File: config.mk
export PLATFORM = sky130hd
export DESIGN_NAME = uart_mmio_bridge_flat
export DESIGN_NICKNAME = d
export VERILOG_FILES = /design/src/rtl/uart_mmio_bridge_if.sv /design/src/rtl/uart_mmio_bridge.sv /design/src/flat_wrapper.sv
export SDC_FILE = /design/constraint.sdc
export NUM_CORES = 1
export LEC_CHECK = 0
export ABC_AREA = 1
export BUFFER_PORTS_ARGS = -buffer_cell sky130_fd_sc_hd__buf_2
export CAP_MARGIN = 20
export CORE_MARGIN = 2
export CORE_UTILIZATION = 50
export CTS_BUF_LIST = sky130_fd_sc_hd__clkbuf_8
export DETAILED_ROUTE_END_ITERATION = 8
export GPL_TIMING_DRIVEN = 0
export PLACE_DENSITY = 0.8
export SYNTH_ARGS = -nofsm -noshare
export SYNTH_HDL_FRONTEND = slang
export SYNTH_SLANG_ARGS = --single-unit
File: constraint.sdc
create_clock -name clk -period 3.2 [get_ports clk]
set_clock_uncertainty 0.1 [all_clocks]
set_input_delay 0.48 -clock clk [delete_from_list [all_inputs] [get_ports clk]]
set_output_delay 0.48 -clock clk [all_outputs]
set_load 0.03 [all_outputs]
File: src/rtl/uart_mmio_bridge_if.sv
// CPU load/store bus as seen by the UART MMIO bridge.
// The master drives the request; the slave answers with registered read data.
interface uart_mmio_bridge_if;
   logic        i_sel;
   logic        i_we;
   logic [3:0]  i_addr;
   logic [31:0] i_wdata;
   logic [31:0] o_rdata;
   logic        o_rvalid;

   modport master (output i_sel, i_we, i_addr, i_wdata, input o_rdata, o_rvalid);
   modport slave  (input i_sel, i_we, i_addr, i_wdata, output o_rdata, o_rvalid);
endinterface

File: src/rtl/uart_mmio_bridge.sv
// Register front-end between the CPU bus and the uart stream ports.
// Provides TX/RX FIFOs, sticky error flags and a level interrupt.
module uart_mmio_bridge #(
   parameter int unsigned DATA_WIDTH = 8,
   parameter int unsigned FIFO_DEPTH = 16
) (
   input  logic                  clk,
   input  logic                  rst,
   uart_mmio_bridge_if.slave     bus,
   output logic                  o_irq,
   output logic [DATA_WIDTH-1:0] o_uart_data,
   output logic                  o_uart_valid,
   input  logic                  i_uart_ready,
   input  logic [DATA_WIDTH-1:0] i_uart_data,
   input  logic                  i_uart_valid,
   output logic                  o_uart_ready,
   input  logic                  i_tx_busy,
   input  logic                  i_rx_busy,
   input  logic                  i_rx_overrun,
   input  logic                  i_rx_frame
);
   localparam int unsigned AW = $clog2(FIFO_DEPTH);
   localparam logic [AW:0] PTR_ONE = 1;

   typedef enum logic [1:0] {
      REG_TXDATA = 2'd0,
      REG_RXDATA = 2'd1,
      REG_STATUS = 2'd2,
      REG_IRQEN  = 2'd3
   } reg_e;

   logic [DATA_WIDTH-1:0] r_tx_mem [FIFO_DEPTH];
   logic [DATA_WIDTH-1:0] r_rx_mem [FIFO_DEPTH];
   logic [AW:0]           r_tx_wp, r_tx_rp, r_rx_wp, r_rx_rp;
   logic [1:0]            r_irqen;
   logic                  r_rx_overrun, r_rx_frame, r_tx_drop;
   logic [31:0]           r_rdata;
   logic                  r_rvalid;
   logic                  r_irq;

   reg_e                  w_reg;
   logic                  w_bus_wr, w_bus_rd;
   logic                  w_tx_full, w_tx_empty, w_rx_full, w_rx_empty;
   logic                  w_tx_push, w_tx_pop, w_rx_push, w_rx_pop, w_tx_drop_set, w_w1c;
   logic [AW:0]           w_tx_wp_nxt, w_tx_rp_nxt, w_rx_wp_nxt, w_rx_rp_nxt;
   logic [1:0]            w_irqen_nxt;
   logic                  w_ovr_nxt, w_frm_nxt, w_drop_nxt;
   logic                  w_irq_nxt;
   logic [DATA_WIDTH-1:0] w_tx_head, w_rx_head;
   logic [31:0]           w_status, w_rd_mux;
   logic                  w_unused;

   assign w_reg    = reg_e'(bus.i_addr[3:2]);
   assign w_bus_wr = bus.i_sel &  bus.i_we;
   assign w_bus_rd = bus.i_sel & ~bus.i_we;
   assign w_unused = ^{bus.i_addr[1:0], bus.i_wdata[31:DATA_WIDTH]};

   assign w_tx_empty = (r_tx_wp == r_tx_rp);
   assign w_tx_full  = (r_tx_wp[AW] != r_tx_rp[AW]) && (r_tx_wp[AW-1:0] == r_tx_rp[AW-1:0]);
   assign w_rx_empty = (r_rx_wp == r_rx_rp);
   assign w_rx_full  = (r_rx_wp[AW] != r_rx_rp[AW]) && (r_rx_wp[AW-1:0] == r_rx_rp[AW-1:0]);

   // A store to a full TX FIFO is dropped even if the uart pops in the same cycle.
   assign w_tx_push     = w_bus_wr && (w_reg == REG_TXDATA) && !w_tx_full;
   assign w_tx_drop_set = w_bus_wr && (w_reg == REG_TXDATA) &&  w_tx_full;
   assign w_tx_pop      = !w_tx_empty && i_uart_ready;
   assign w_rx_push     = i_uart_valid && !w_rx_full;
   assign w_rx_pop      = w_bus_rd && (w_reg == REG_RXDATA) && !w_rx_empty;
   assign w_w1c         = w_bus_wr && (w_reg == REG_STATUS);

   assign w_tx_wp_nxt = w_tx_push ? r_tx_wp + PTR_ONE : r_tx_wp;
   assign w_tx_rp_nxt = w_tx_pop  ? r_tx_rp + PTR_ONE : r_tx_rp;
   assign w_rx_wp_nxt = w_rx_push ? r_rx_wp + PTR_ONE : r_rx_wp;
   assign w_rx_rp_nxt = w_rx_pop  ? r_rx_rp + PTR_ONE : r_rx_rp;

   assign w_irqen_nxt = (w_bus_wr && (w_reg == REG_IRQEN)) ? bus.i_wdata[1:0] : r_irqen;
   assign w_ovr_nxt   = i_rx_overrun  | (r_rx_overrun & ~(w_w1c & bus.i_wdata[6]));
   assign w_frm_nxt   = i_rx_frame    | (r_rx_frame   & ~(w_w1c & bus.i_wdata[7]));
   assign w_drop_nxt  = w_tx_drop_set | (r_tx_drop    & ~(w_w1c & bus.i_wdata[8]));
   assign w_irq_nxt   = (w_irqen_nxt[0] & (w_rx_wp_nxt != w_rx_rp_nxt))
                      | (w_irqen_nxt[1] & (w_tx_wp_nxt == w_tx_rp_nxt));

   assign w_tx_head = r_tx_mem[r_tx_rp[AW-1:0]];
   assign w_rx_head = r_rx_mem[r_rx_rp[AW-1:0]];
   assign w_status  = 32'({r_tx_drop, r_rx_frame, r_rx_overrun, i_rx_busy, i_tx_busy,
                           w_rx_empty, w_rx_full, w_tx_empty, w_tx_full});

   always_comb begin
      w_rd_mux = '0;
      unique case (w_reg)
         REG_TXDATA: w_rd_mux = '0;
         REG_RXDATA: w_rd_mux = w_rx_empty ? 32'h8000_0000 : 32'(w_rx_head);
         REG_STATUS: w_rd_mux = w_status;
         REG_IRQEN:  w_rd_mux = 32'(r_irqen);
         default:    w_rd_mux = '0;
      endcase
   end

   always_ff @(posedge clk) begin
      if (w_tx_push) r_tx_mem[r_tx_wp[AW-1:0]] <= bus.i_wdata[DATA_WIDTH-1:0];
      if (w_rx_push) r_rx_mem[r_rx_wp[AW-1:0]] <= i_uart_data;
   end

   always_ff @(posedge clk or negedge rst) begin
      if (!rst) begin
         r_tx_wp      <= '0;
         r_tx_rp      <= '0;
         r_rx_wp      <= '0;
         r_rx_rp      <= '0;
         r_irqen      <= '0;
         r_rx_overrun <= 1'b0;
         r_rx_frame   <= 1'b0;
         r_tx_drop    <= 1'b0;
         r_rdata      <= '0;
         r_rvalid     <= 1'b0;
         r_irq        <= 1'b0;
      end else begin
         r_tx_wp      <= w_tx_wp_nxt;
         r_tx_rp      <= w_tx_rp_nxt;
         r_rx_wp      <= w_rx_wp_nxt;
         r_rx_rp      <= w_rx_rp_nxt;
         r_irqen      <= w_irqen_nxt;
         r_rx_overrun <= w_ovr_nxt;
         r_rx_frame   <= w_frm_nxt;
         r_tx_drop    <= w_drop_nxt;
         r_rvalid     <= w_bus_rd;
         if (w_bus_rd) r_rdata <= w_rd_mux;
         r_irq        <= w_irq_nxt;
      end
   end

   assign bus.o_rdata  = r_rdata;
   assign bus.o_rvalid = r_rvalid;
   assign o_irq        = r_irq;
   assign o_uart_valid = !w_tx_empty;
   assign o_uart_data  = w_tx_empty ? '0 : w_tx_head;
   assign o_uart_ready = !w_rx_full;
endmodule

File: src/flat_wrapper.sv
// flat-port wrapper written by rule: the top's interface ports become plain ports
module uart_mmio_bridge_flat 
#(
   parameter int unsigned DATA_WIDTH = 8,
   parameter int unsigned FIFO_DEPTH = 16
)
  (clk, rst, o_irq, o_uart_data, o_uart_valid, i_uart_ready, i_uart_data, i_uart_valid, o_uart_ready, i_tx_busy, i_rx_busy, i_rx_overrun, i_rx_frame, bus_i_sel, bus_i_we, bus_i_addr, bus_i_wdata, bus_o_rdata, bus_o_rvalid);
  uart_mmio_bridge_if bus_i ();
  input  logic clk;
  input  logic rst;
  output logic o_irq;
  output logic [DATA_WIDTH-1:0] o_uart_data;
  output logic o_uart_valid;
  input  logic i_uart_ready;
  input  logic [DATA_WIDTH-1:0] i_uart_data;
  input  logic i_uart_valid;
  output logic o_uart_ready;
  input  logic i_tx_busy;
  input  logic i_rx_busy;
  input  logic i_rx_overrun;
  input  logic i_rx_frame;
  input wire logic [$bits(bus_i.i_sel)-1:0] bus_i_sel;
  input wire logic [$bits(bus_i.i_we)-1:0] bus_i_we;
  input wire logic [$bits(bus_i.i_addr)-1:0] bus_i_addr;
  input wire logic [$bits(bus_i.i_wdata)-1:0] bus_i_wdata;
  output wire logic [$bits(bus_i.o_rdata)-1:0] bus_o_rdata;
  output wire logic [$bits(bus_i.o_rvalid)-1:0] bus_o_rvalid;
  assign bus_i.i_sel = bus_i_sel;
  assign bus_i.i_we = bus_i_we;
  assign bus_i.i_addr = bus_i_addr;
  assign bus_i.i_wdata = bus_i_wdata;
  assign bus_o_rdata = bus_i.o_rdata;
  assign bus_o_rvalid = bus_i.o_rvalid;
  uart_mmio_bridge #(.DATA_WIDTH(DATA_WIDTH), .FIFO_DEPTH(FIFO_DEPTH)) u_core (.clk(clk), .rst(rst), .bus(bus_i), .o_irq(o_irq), .o_uart_data(o_uart_data), .o_uart_valid(o_uart_valid), .i_uart_ready(i_uart_ready), .i_uart_data(i_uart_data), .i_uart_valid(i_uart_valid), .o_uart_ready(o_uart_ready), .i_tx_busy(i_tx_busy), .i_rx_busy(i_rx_busy), .i_rx_overrun(i_rx_overrun), .i_rx_frame(i_rx_frame));
endmodule
==> flow_results.org <==
** Run status
- The flow ran to the end, and the final reports show no timing, DRC or antenna violations.

** Setup path
- Delay of the slowest critical-path stage :: approximately 470 ps
- In this run the worst setup path begins at u_core.r_tx_rp[0]$_DFF_PN0_.
- STA classifies the critical path startpoint as a register.
- Slowest cell on the critical path :: sky130_fd_sc_hd__dfrtp_2
- For the worst setup path, the data arrival time is 2570 ps.
- STA classifies the critical path endpoint as a primary output.
- CP Class :: reg -> out
- Crit path to :: o_uart_data[4]
- Worst R2R Start :: u_core.r_tx_rp[1]$_DFF_PN0_
- Endpoint of the worst register-to-register path :: u_core.r_tx_mem[4][6]$_DFFE_PP_
- Register-to-Register Setup Slack :: 550 ps
- Largest driver fanout on the critical path :: 10
- Required arrival time at the worst endpoint :: 2620 ps
- Measured in cells, the most critical reg-to-reg path has a length of 9.
- Traced cell by cell, the critical path runs through inv_1 -> buf_4 -> clkbuf_2 -> o21ai_0 -> o22ai_1 -> nand2_1 -> a31oi_1 -> buf_2.

** Drt
- Dividing the detail-routed via count by the number of cells gives between 5 and 6.
- The first detailed-routing pass took 5 iterations.
- After detailed routing, the average wire length per cell comes to 19.84 um.
- Detailed routing inserted a total of 9057 vias.
- The final layout contains routed wiring with a total length of between 30000 and 40000 um.
- Number of design rule violations left after detail routing :: 0
- Iteration-0 DRC Markers :: 925
- In this run the remaining antenna-violating nets after routing total 0.

** CTS
- For this design, the sink count on the clock tree is 293.
- Clk root buf :: sky130_fd_sc_hd__clkbuf_8
- Clock tree from TritonCTS :: done
- The later pin in the worst-skew pair is clocked with a latency of 570 ps.
- After clock tree synthesis, the clock-pin slew on the worst setup and hold paths is 60 ps.
- The H-tree generated during clock tree synthesis spans 2 levels.
- After clock tree synthesis, the setup repair step added 0 buffers.
- Num CTS Buffers :: 46
- Bufs on Longest Clock Path :: 3

** Run
- Max-cap violation count :: 0

** Synth
- Of the total synthesized cell area, the portion taken by AND, OR, NAND and NOR gates is 0.1524.
- Synthesized-area fraction occupied by ao, oa, aoi and oai cells :: 0.1000
- After synthesis the netlist holds a flip-flop and latch count of 293.
- Proportion of register bits with asynchronous set or reset after synthesis :: 0.1263
- Of the total synthesized cell area, the portion taken by XOR and XNOR cells is 0.01107.
- In this run the mean area of a mapped cell was 11.41 um2.
- Unique cell type count in the Yosys netlist :: 40
- Counting flops with a built-in enable in the synthesized netlist gives ~260.
- Primary flip-flop cell chosen by synthesis mapping :: sky130_fd_sc_hd__edfxtp_1
- For this run, the register share of the synthesized area comes to 0.6806.
- Yosys warning total :: 0
- Mux contribution to synthesized area :: 0.001780
- Adder-Cell Fraction of Synth Area :: 0.009886
- The cell count after synthesis came out at 1109.
- After synthesis, the largest family of logic cells by area is simple AND/OR/NAND/NOR gates.
- Post-synthesis instance area :: 12660 um2

** Timing
- Setup repair after global routing left no endpoint under its margin.
- PnR worst setup slack :: 53.34 ps
- Relative slew margins :: 0.3508
- Setup violations remaining at the end of the flow were counted as 0.
- Period utilisation layout :: 0.9833
- The number of max-slew violations in the final report was 0.
- Fin crit period :: 3147 ps
- Endpoints failing hold :: 0
- For the pin with the worst max-slew slack, the measured transition is 970.2 ps.
- Highest clock rate :: about 0.32 GHz
- Fin Setup TNS :: 0 ps

** Die
- Chip height :: 163.1 um
- Total number of placement rows :: between 50 and 60
- The initial utilization of the core area, before any placement, comes to 0.5055.
- Ports placed on the boundary :: 98
- The floorplan step defined a core boundary enclosing between 20000 and 30000 um2.
- The die covers 26600 um2.
- Die width :: between 150 and 200 um

** GRT
- GRT Util Overall :: 0.2383
- The number of antenna violations at the first check in global routing is 3.
- The number of global-route vias before repair was ~8800.
- Total congestion overflow after global routing :: 0
- The first global-routing pass estimated 48220 um of wire.
- Maximum number of pins on one net before global-route repair :: 38

** Cells and area
- For this run, the share of the core covered by cells in the final layout is 0.5733.
- Number of cells in the finished layout apart from fillers :: 1597
- Area Growth Syn to Fin :: 13.41%
- Of the cells placed in the final design, the portion with a size suffix greater than 1 is 0.1690.
- The filler cells instantiated in the layout total 2010.
- After the last flow step, the layout net total stands at 1293.

** Hold path
- Worst Hold Depth :: 3
- In this run the worst hold path is classified as in -> reg.

** Place
- Buffers placed on the I/O ports in this run total 48.
- Placement Setup Slack :: approximately 96 ps
- Counting tap cells, the placed design contains a total of ~1500 instances.
- Half-perimeter wire length of the detailed placement result :: approximately 21000 um
- Global placement routability congestion :: 0.9025

** Power and ir drop
- The design draws 12.81 mW.
- The worst-case IR drop observed on VDD is approximately 0.00070 V.
- Dividing total power by cell area gives a power density of just under 900 nW/um2.
- Leak :: 5.412 nW
-- kinds of logic after synthesis --
family	Yosys count
AND/OR/NAND/NOR	452
adder cells (fa/ha/maj)	10
XOR/XNOR	16
multiplexers	2
other	1
AO/OA/AOI/OAI	215
buffers and inverters	120
flip-flops	293
-- placed cells by master (no fill, tap or decap), drive strengths merged, types with 2 or more instances in the layout --
cell and count:
edfxtp 256, nand2 217, nor2 159, o21ai 121, buf 90, clkbuf 80, inv 64, nand3 60
dfrtp 37, o22ai 29, conb 22, o221ai 17, clkinv 17, a21oi 15, a31oi 13, xor2 12
ha 10, o211ai 9, or2 6, a21bo 6, nand4 5, xnor2 4, nand3b 4, dlygate4sd3 3
mux2 2, a21o 2, o32ai 2
-- worst min-delay path by stage --
stage	end	start
final	u_core.bus.o_rdata[5]$_DFFE_PN0N_	i_rx_busy
after global routing	u_core.bus.o_rdata[5]$_DFFE_PN0N_	i_rx_busy
after CTS	u_core.bus.o_rdata[5]$_DFFE_PN0N_	i_rx_busy
after detailed placement	u_core.r_rx_overrun$_DFF_PN0_	u_core.r_rx_overrun$_DFF_PN0_
after global placement	u_core.r_rx_overrun$_DFF_PN0_	u_core.r_rx_overrun$_DFF_PN0_
after floorplan	u_core.bus.o_rdata[0]$_DFFE_PN0N_	rst
-- state kept, by name, indices dropped and copies added, names as in the netlist, 2 cells and up --
name and flops:
u_core.bus.o_rdata 10, u_core.r_irqen 2, u_core.r_rx_mem 128, u_core.r_rx_rp 5
u_core.r_rx_wp 5, u_core.r_tx_mem 128, u_core.r_tx_rp 5, u_core.r_tx_wp 5
-- area by class of cell --
class | instances | area [um2] | area share
inverter | 47 | 176.4 | 0.01229
clock inverter | 36 | 192.7 | 0.01343
sequential | 293 | 8616 | 0.6003
multi-input combinational | 717 | 3586 | 0.2498
tap | 330 | 412.9 | 0.02877
antenna | 1 | 2.502 | 0.0001744
buffer | 73 | 414.1 | 0.02886
clock buffer | 49 | 674.4 | 0.04699
timing repair buffer | 51 | 277.8 | 0.01935
-- metal layers --
layer / wire (um) / up-vias / share of wire / track usage
li1: - / 4135 / - / -
met1: 11790 / 4322 / 0.37 / 0.2927
met2: 15950 / 521 / 0.50 / 0.4214
met3: 3007 / 79 / 0.095 / 0.04876
met4: 933 / 0 / 0.029 / 0.08005
met5: 0 / - / 0 / 0
-- cells in the mapped netlist (all sizes together) (6+ instances only) --
library cell  number  area (um2)
edfxtp           256        7687
nand2            217       854.6
nor2             159       624.3
o21ai            121       609.3
nand3             60       337.8
inv               44       165.2
buf               40       255.3
dfrtp             37       925.9
clkbuf            33       123.9
o22ai             29       181.4
o221ai            17       148.9
a21oi             15       75.07
a31oi             13       81.33
xor2              12       105.1
ha                10       125.1
o211ai             9       67.56
a21bo              6       60.06
or2                6       37.54
-- timing repair --
item	4_1_cts	5_1_grt
endpoints found under the hold margin	39	0
setup endpoints to repair	8	8
hold buffers	3	0
pin swaps	0	3
cloned	0	0
resized for setup	21	16
-- per-stage QoR --
step | area (um2) | hold slack, ps
after floorplan | 12730 | 84.41
after global placement | 13390 | 367.5
after detailed placement | 13390 | 372.9
after CTS | 14320 | 58.92
after global routing | 14350 | 81.29
final | 14350 | 75.57
-- report_power, final --
part	switching [mW]	internal, mW
registers	0.254	4.50
logic	3.55	1.55
clock network	1.44	1.51
-- worst max-delay path: cells and delay by family, from the launching register on --
kind / cells / cell delay [ps]
simple gates: 1 / 90
compound gates: 3 / 550
flops: 1 / 470
buf+inv: 4 / 870
Power figures use the tool's default switching activity.
